$ cat src/rtl/sd_line_fetch_pkg.sv
// Shared types and defaults for the SDRAM line prefetcher.
// The buffer address is {bank, word index}, hence the extra bit.
package sd_line_fetch_pkg;

   typedef enum logic [2:0] {
      StIdle,
      StReq,
      StStream,
      StEnd,
      StDone
   } state_e;

   localparam int unsigned LINE_WORDS_DEFAULT = 1440;
   localparam int unsigned BURST_LEN_DEFAULT  = 16;

   function automatic int unsigned buf_addr_width(input int unsigned line_words);
      return 1 + $clog2(line_words);
   endfunction

   localparam int unsigned BUF_AW_DEFAULT = buf_addr_width(LINE_WORDS_DEFAULT);

endpackage

$ cat src/rtl/sd_line_fetch.sv
// Fetches one video line from SDRAM as fixed-length bursts and writes it into
// one bank of the ping-pong line buffer read by rgb_controller.
module sd_line_fetch
   import sd_line_fetch_pkg::*;
#(
   parameter int unsigned  LINE_WORDS = LINE_WORDS_DEFAULT,
   parameter int unsigned  BURST_LEN  = BURST_LEN_DEFAULT,
   parameter logic [24:0]  BASE_ADDR  = 25'h0,
   parameter int unsigned  TIMEOUT    = 64,
   localparam int unsigned BufAw      = buf_addr_width(LINE_WORDS)
) (
   input  logic             clk_sys_99_287,
   input  logic             reset_n,
   input  logic             line_req,
   input  logic [9:0]       line_y,
   input  logic             line_bank,
   output logic             line_busy,
   output logic             line_done,
   output logic             line_error,
   output logic             line_overrun,
   output logic             sd_rd,
   output logic [24:0]      sd_rd_addr,
   input  logic             sd_data_available,
   input  logic [15:0]      sd_out,
   output logic             sd_end_burst,
   output logic             buf_wr,
   output logic [BufAw-1:0] buf_addr,
   output logic [15:0]      buf_data
);

   localparam int unsigned WordW     = BufAw - 1;
   localparam int unsigned NumBursts = LINE_WORDS / BURST_LEN;
   localparam int unsigned BurstW    = (NumBursts > 1) ? $clog2(NumBursts) : 1;
   localparam int unsigned BeatW     = (BURST_LEN > 1) ? $clog2(BURST_LEN) : 1;
   localparam int unsigned ToW       = $clog2(TIMEOUT + 1);

   state_e              state_q, state_d;
   logic [9:0]          y_q, y_d;
   logic                bank_q, bank_d;
   logic [WordW-1:0]    word_q, word_d;
   logic [BeatW-1:0]    beat_q, beat_d;
   logic [BurstW-1:0]   burst_q, burst_d;
   logic [ToW-1:0]      to_q, to_d;
   logic                abort_q, abort_d;
   logic                wr_d;
   logic [24:0]         rd_addr_d;

   logic                busy_q, done_q, error_q, overrun_q, sd_rd_q, end_q, wr_q;
   logic [24:0]         sd_rd_addr_q;
   logic [BufAw-1:0]    buf_addr_q;
   logic [15:0]         buf_data_q;

   always_comb begin
      state_d = state_q;
      y_d     = y_q;
      bank_d  = bank_q;
      word_d  = word_q;
      beat_d  = beat_q;
      burst_d = burst_q;
      to_d    = to_q;
      abort_d = abort_q;
      wr_d    = 1'b0;
      case (state_q)
         StIdle: begin
            if (line_req) begin
               y_d     = line_y;
               bank_d  = line_bank;
               word_d  = '0;
               burst_d = '0;
               abort_d = 1'b0;
               state_d = StReq;
            end
         end
         StReq: begin
            beat_d  = '0;
            to_d    = '0;
            state_d = StStream;
         end
         StStream: begin
            // Timeout measures the idle run since the last word, not burst length.
            if (sd_data_available) begin
               wr_d   = 1'b1;
               word_d = word_q + 1'b1;
               beat_d = beat_q + 1'b1;
               to_d   = '0;
               if (beat_q == BeatW'(BURST_LEN - 1)) state_d = StEnd;
            end else begin
               to_d = to_q + 1'b1;
               if (to_q == ToW'(TIMEOUT - 1)) begin
                  abort_d = 1'b1;
                  state_d = StEnd;
               end
            end
         end
         StEnd: begin
            if (abort_q || burst_q == BurstW'(NumBursts - 1)) begin
               state_d = StDone;
            end else begin
               burst_d = burst_q + 1'b1;
               state_d = StReq;
            end
         end
         StDone:  state_d = StIdle;
         default: state_d = StIdle;
      endcase
   end

   // Wraps modulo 2^25, so a high BASE_ADDR rolls over to the bottom of SDRAM.
   always_comb begin
      rd_addr_d = 25'(32'(BASE_ADDR) + 32'(y_d) * LINE_WORDS + 32'(burst_d) * BURST_LEN);
   end

   always_ff @(posedge clk_sys_99_287) begin
      if (!reset_n) begin
         state_q      <= StIdle;
         y_q          <= '0;
         bank_q       <= 1'b0;
         word_q       <= '0;
         beat_q       <= '0;
         burst_q      <= '0;
         to_q         <= '0;
         abort_q      <= 1'b0;
         busy_q       <= 1'b0;
         done_q       <= 1'b0;
         error_q      <= 1'b0;
         overrun_q    <= 1'b0;
         sd_rd_q      <= 1'b0;
         sd_rd_addr_q <= '0;
         end_q        <= 1'b0;
         wr_q         <= 1'b0;
         buf_addr_q   <= '0;
         buf_data_q   <= '0;
      end else begin
         state_q   <= state_d;
         y_q       <= y_d;
         bank_q    <= bank_d;
         word_q    <= word_d;
         beat_q    <= beat_d;
         burst_q   <= burst_d;
         to_q      <= to_d;
         abort_q   <= abort_d;
         busy_q    <= (state_d != StIdle);
         done_q    <= (state_d == StDone) && !abort_d;
         error_q   <= (state_d == StDone) && abort_d;
         overrun_q <= line_req && (state_q != StIdle);
         sd_rd_q   <= (state_d == StReq);
         end_q     <= (state_d == StEnd);
         wr_q      <= wr_d;
         if (state_d == StReq) sd_rd_addr_q <= rd_addr_d;
         if (wr_d) begin
            buf_addr_q <= {bank_q, word_q};
            buf_data_q <= sd_out;
         end
      end
   end

   assign line_busy    = busy_q;
   assign line_done    = done_q;
   assign line_error   = error_q;
   assign line_overrun = overrun_q;
   assign sd_rd        = sd_rd_q;
   assign sd_rd_addr   = sd_rd_addr_q;
   assign sd_end_burst = end_q;
   assign buf_wr       = wr_q;
   assign buf_addr     = buf_addr_q;
   assign buf_data     = buf_data_q;

endmodule

$ cat config.mk
export PLATFORM = sky130hd
export DESIGN_NAME = sd_line_fetch
export DESIGN_NICKNAME = d
export VERILOG_FILES = /design/src/rtl/sd_line_fetch_pkg.sv /design/src/rtl/sd_line_fetch.sv
export SDC_FILE = /design/constraint.sdc
export NUM_CORES = 1
export LEC_CHECK = 0
export CORE_ASPECT_RATIO = 1.75
export CORE_MARGIN = 8
export CORE_UTILIZATION = 50
export CTS_BUF_LIST = sky130_fd_sc_hd__clkbuf_16
export CTS_CLUSTER_DIAMETER = 150
export CTS_CLUSTER_SIZE = 20
export DETAILED_ROUTE_END_ITERATION = 10
export PLACE_DENSITY = 0.76
export SLEW_MARGIN = 20
export SYNTH_ARGS = -nofsm -noshare
export SYNTH_HDL_FRONTEND = slang
export SYNTH_SLANG_ARGS = --single-unit
$ cat constraint.sdc
create_clock -name clk_sys_99_287 -period 11.72 [get_ports clk_sys_99_287]
set_input_delay 1.172 -clock clk_sys_99_287 [delete_from_list [all_inputs] [get_ports clk_sys_99_287]]
set_output_delay 1.172 -clock clk_sys_99_287 [all_outputs]
set_load 0.02 [all_outputs]
==> flow_metrics.tcl <==
set metrics [dict create \
    synth_most_common_cell "nand2_1" \
    setup.worst_path.end "sd_rd_addr[19]" \
    layout.nets 816 \
    rows 50 \
    drtAntennaViolNets 0 \
    numCtsBuffers 9 \
    yosys_warnings 0 \
    first_pass_iters 4 \
    die_h_microns 154 \
    wl_per_cell_microns 16.0 \
    cts_setup_buffers 0 \
    vias 4819 \
    rsz0062_at_grt "no" \
    cp_slowest_stage_delay_ps 610 \
    synthFlopType "dfxtp_1" \
    finalNonFillerCells 867 \
    clk_latency_ps 340 \
    peakVddDrop_v 0.000122 \
    cp_max_fo 16 \
    portBuffers 83 \
    cp_top_family "simple AND/OR/NAND/NOR gates" \
    fin_ws_ps 5200 \
    fp.dieW_microns 94.9 \
    p_leak_nw 2.70 \
    yosysTopAreaCell "dfxtp_1" \
    yosysUniqueCellTypes 64 \
    layout.core_utilization_pct 62.3 \
    syn_to_final_growth_pct 21.8 \
    ys_seq_area_share_pct 35.7 \
    reg2reg_depth 17 \
    hpwl_microns 10900 \
    r2r-end "sd_rd_addr[19]" \
    critPathKind "in -> reg" \
    clk_path_buf_depth 2 \
    drv_slew 0 \
    grt_overflow_total 0 \
    synth_top_area_share_pct 35.7 \
    grt_pass1_wl_microns 22800 \
    crit_top_cell "ha_1" \
    pre_cts_slack_ps 4890 \
    netlist_top_cells_count "118 x nand2_1, 97 x dfxtp_1, 68 x a21oi_1, 49 x nor2_1, 44 x inv_1" \
    syn-cell-area_sq_um 5440 \
    critPathLaunch "line_req" \
    postCtsHoldBufs 0 \
    power_density_nw_per_um2 171 \
    initial_core_util_pct 51.2 \
    wl_microns 13900 \
    drc 0 \
    setup_tns_ps 0 \
    grt_max_degree 67 \
    htreeDepth 3 \
    clockRootBuffer "clkbuf_16" \
    syn_inst 661 \
    first_iter_violations 240 \
    hold_class "reg -> reg" \
    avgSynthCellArea_sq_um 8.24 \
    synth_seq_cells 97 \
    grt_pass1_vias 4831 \
    crit_buf_inv 2 \
    synthTopCellsByArea "dfxtp_1 36%, ha_1 9.7%, nand2_1 8.1%, a21oi_1 6.3%, fa_1 4.0%" \
    required_ps 11990 \
    cts_resized 0 \
    synth_edf_count 0 \
    crit_chain "clkdlybuf4s50_1, and2_1, mux2i_1, xor2_1, ha_1, ha_1, xor2_1, ha_1, inv_1, fa_1, and2b_4, o22ai_2, xnor2_1, or4_4, nor4_2, or4b_1, a31oi_1" \
    max_freq_mhz 153 \
    rrSetupSlack_ps 5770 \
    r2r-start "state_q[1]" \
    ios 91 \
    grtUsageTotal_pct 19.4 \
    tightest_slew_ps 969 \
    finalCritPeriodShare_pct 55.7 \
    vias_per_cell 5.56 \
    dpl.cell_count 851 \
    cts_tree "yes" \
    period_minus_slack_ps 6520 \
    async_flop_share_pct 0 \
    crit_cells 17 \
    n_antenna_cell 0 \
    max_slew_margin_pct 35.3 \
    critPathSlowestCell "and2_1" \
    drive_above_1_share_pct 4.21 \
    finalHoldViolCount 0 \
    endpoint_kind "register" \
    die_area_sq_um 14600 \
    cap_viol_max_count 0 \
    clk_pin_slew_ps 70 \
    gp_congestion 0.949 \
    cts.sinks 97 \
    coreArea_sq_um 10600 \
    start_kind "primary input" \
    setup_violations 0 \
    status "finished clean" \
    skew_ps 7.96 \
    antenna_found_initial 0 \
    worst-endpoint-arrival_ps 6790 \
]
sequential cells by signal, indices dropped and copies added, names as in the netlist, 3 cells and up:
register    cells
state_q         3
to_q            7
sd_rd_addr     18
buf_data       16
buf_addr       12
word_q         11
beat_q          4
burst_q         7
y_q            10
cells in the final DEF (no fill, tap or decap), types with 12 or more instances in the layout:
cell	netlist	layout
nand2_1	118	118
dfxtp_1	97	97
clkdlybuf4s50_1	0	83
a21oi_1	68	68
nor2_1	49	49
inv_1	44	44
ha_1	42	42
o21ai_0	19	19
xor2_1	19	19
xnor2_1	16	16
nand3_1	15	15
and2_1	12	12
report_power, final:
group / switching (W) / internal [W]
logic: 0.000274 / 0.000185
clock network: 0.000131 / 0.000188
registers: 0.00000927 / 0.000347
total: 0.000414 / 0.000721
routing by layer:
| layer | up-vias | GRT usage, % | wire length (microns) |
|---|---|---|---|
| li1 | 2382 | - | - |
| met3 | 40 | 2.97 | 562 |
| met4 | 0 | 11.2 | 573 |
| met1 | 2268 | 18.5 | 4990 |
| met2 | 129 | 37.1 | 7790 |
| met5 | - | 0 | 0 |
worst min path at each step:
| stage | cells after the start | slack [ps] | start | end |
|---|---|---|---|---|
| 2_1_floorplan | 2 | 430 | bank_q | buf_addr[11] |
| 3_3_place_gp | 2 | 440 | buf_data[15] | buf_data[15] |
| 3_5_place_dp | 2 | 450 | sd_rd_addr[11] | sd_rd_addr[11] |
| 4_1_cts | 2 | 450 | sd_rd_addr[11] | sd_rd_addr[11] |
| 5_1_grt | 2 | 480 | buf_addr[9] | buf_addr[9] |
| 6_report | 2 | 450 | sd_rd_addr[11] | sd_rd_addr[11] |
cell families (layout without fill, tap and decap cells):
logic type	after synthesis	count (layout)	share of synthesized area [%]
simple gates	245	245	20.9
flops	97	97	35.7
mux	6	6	1.10
fa+ha+maj	53	53	13.7
buf+inv	78	148	6.53
xor+xnor	35	35	5.63
other cells	1	7	0.0689
compound gates	146	146	16.4
cell type report:
| type | instances | area, sq um |
|---|---|---|
| tap | 130 | 163 |
| timing repair buffer | 87 | 861 |
| inverter | 45 | 169 |
| clock inverter | 7 | 100 |
| clock buffer | 9 | 225 |
| multi-input combinational | 492 | 3170 |
| fill | 969 | 4010 |
| sequential | 97 | 1940 |
worst min-delay path: cells and delay by family (launching register included):
family	cells	cell delay, ps
AND/OR/NAND/NOR	1	50
AO/OA/AOI/OAI	1	50
flip-flops	1	310
stage by stage:
stage	cell area, sq um	hold slack (ps)	power, W
floorplan	5470	432	0.000706
global placement	6300	442	0.000812
detailed placement	6300	447	0.000820
CTS	6630	454	0.00114
global route	6630	476	0.00120
finish	6630	451	0.00113
Power figures use the tool's default switching activity.
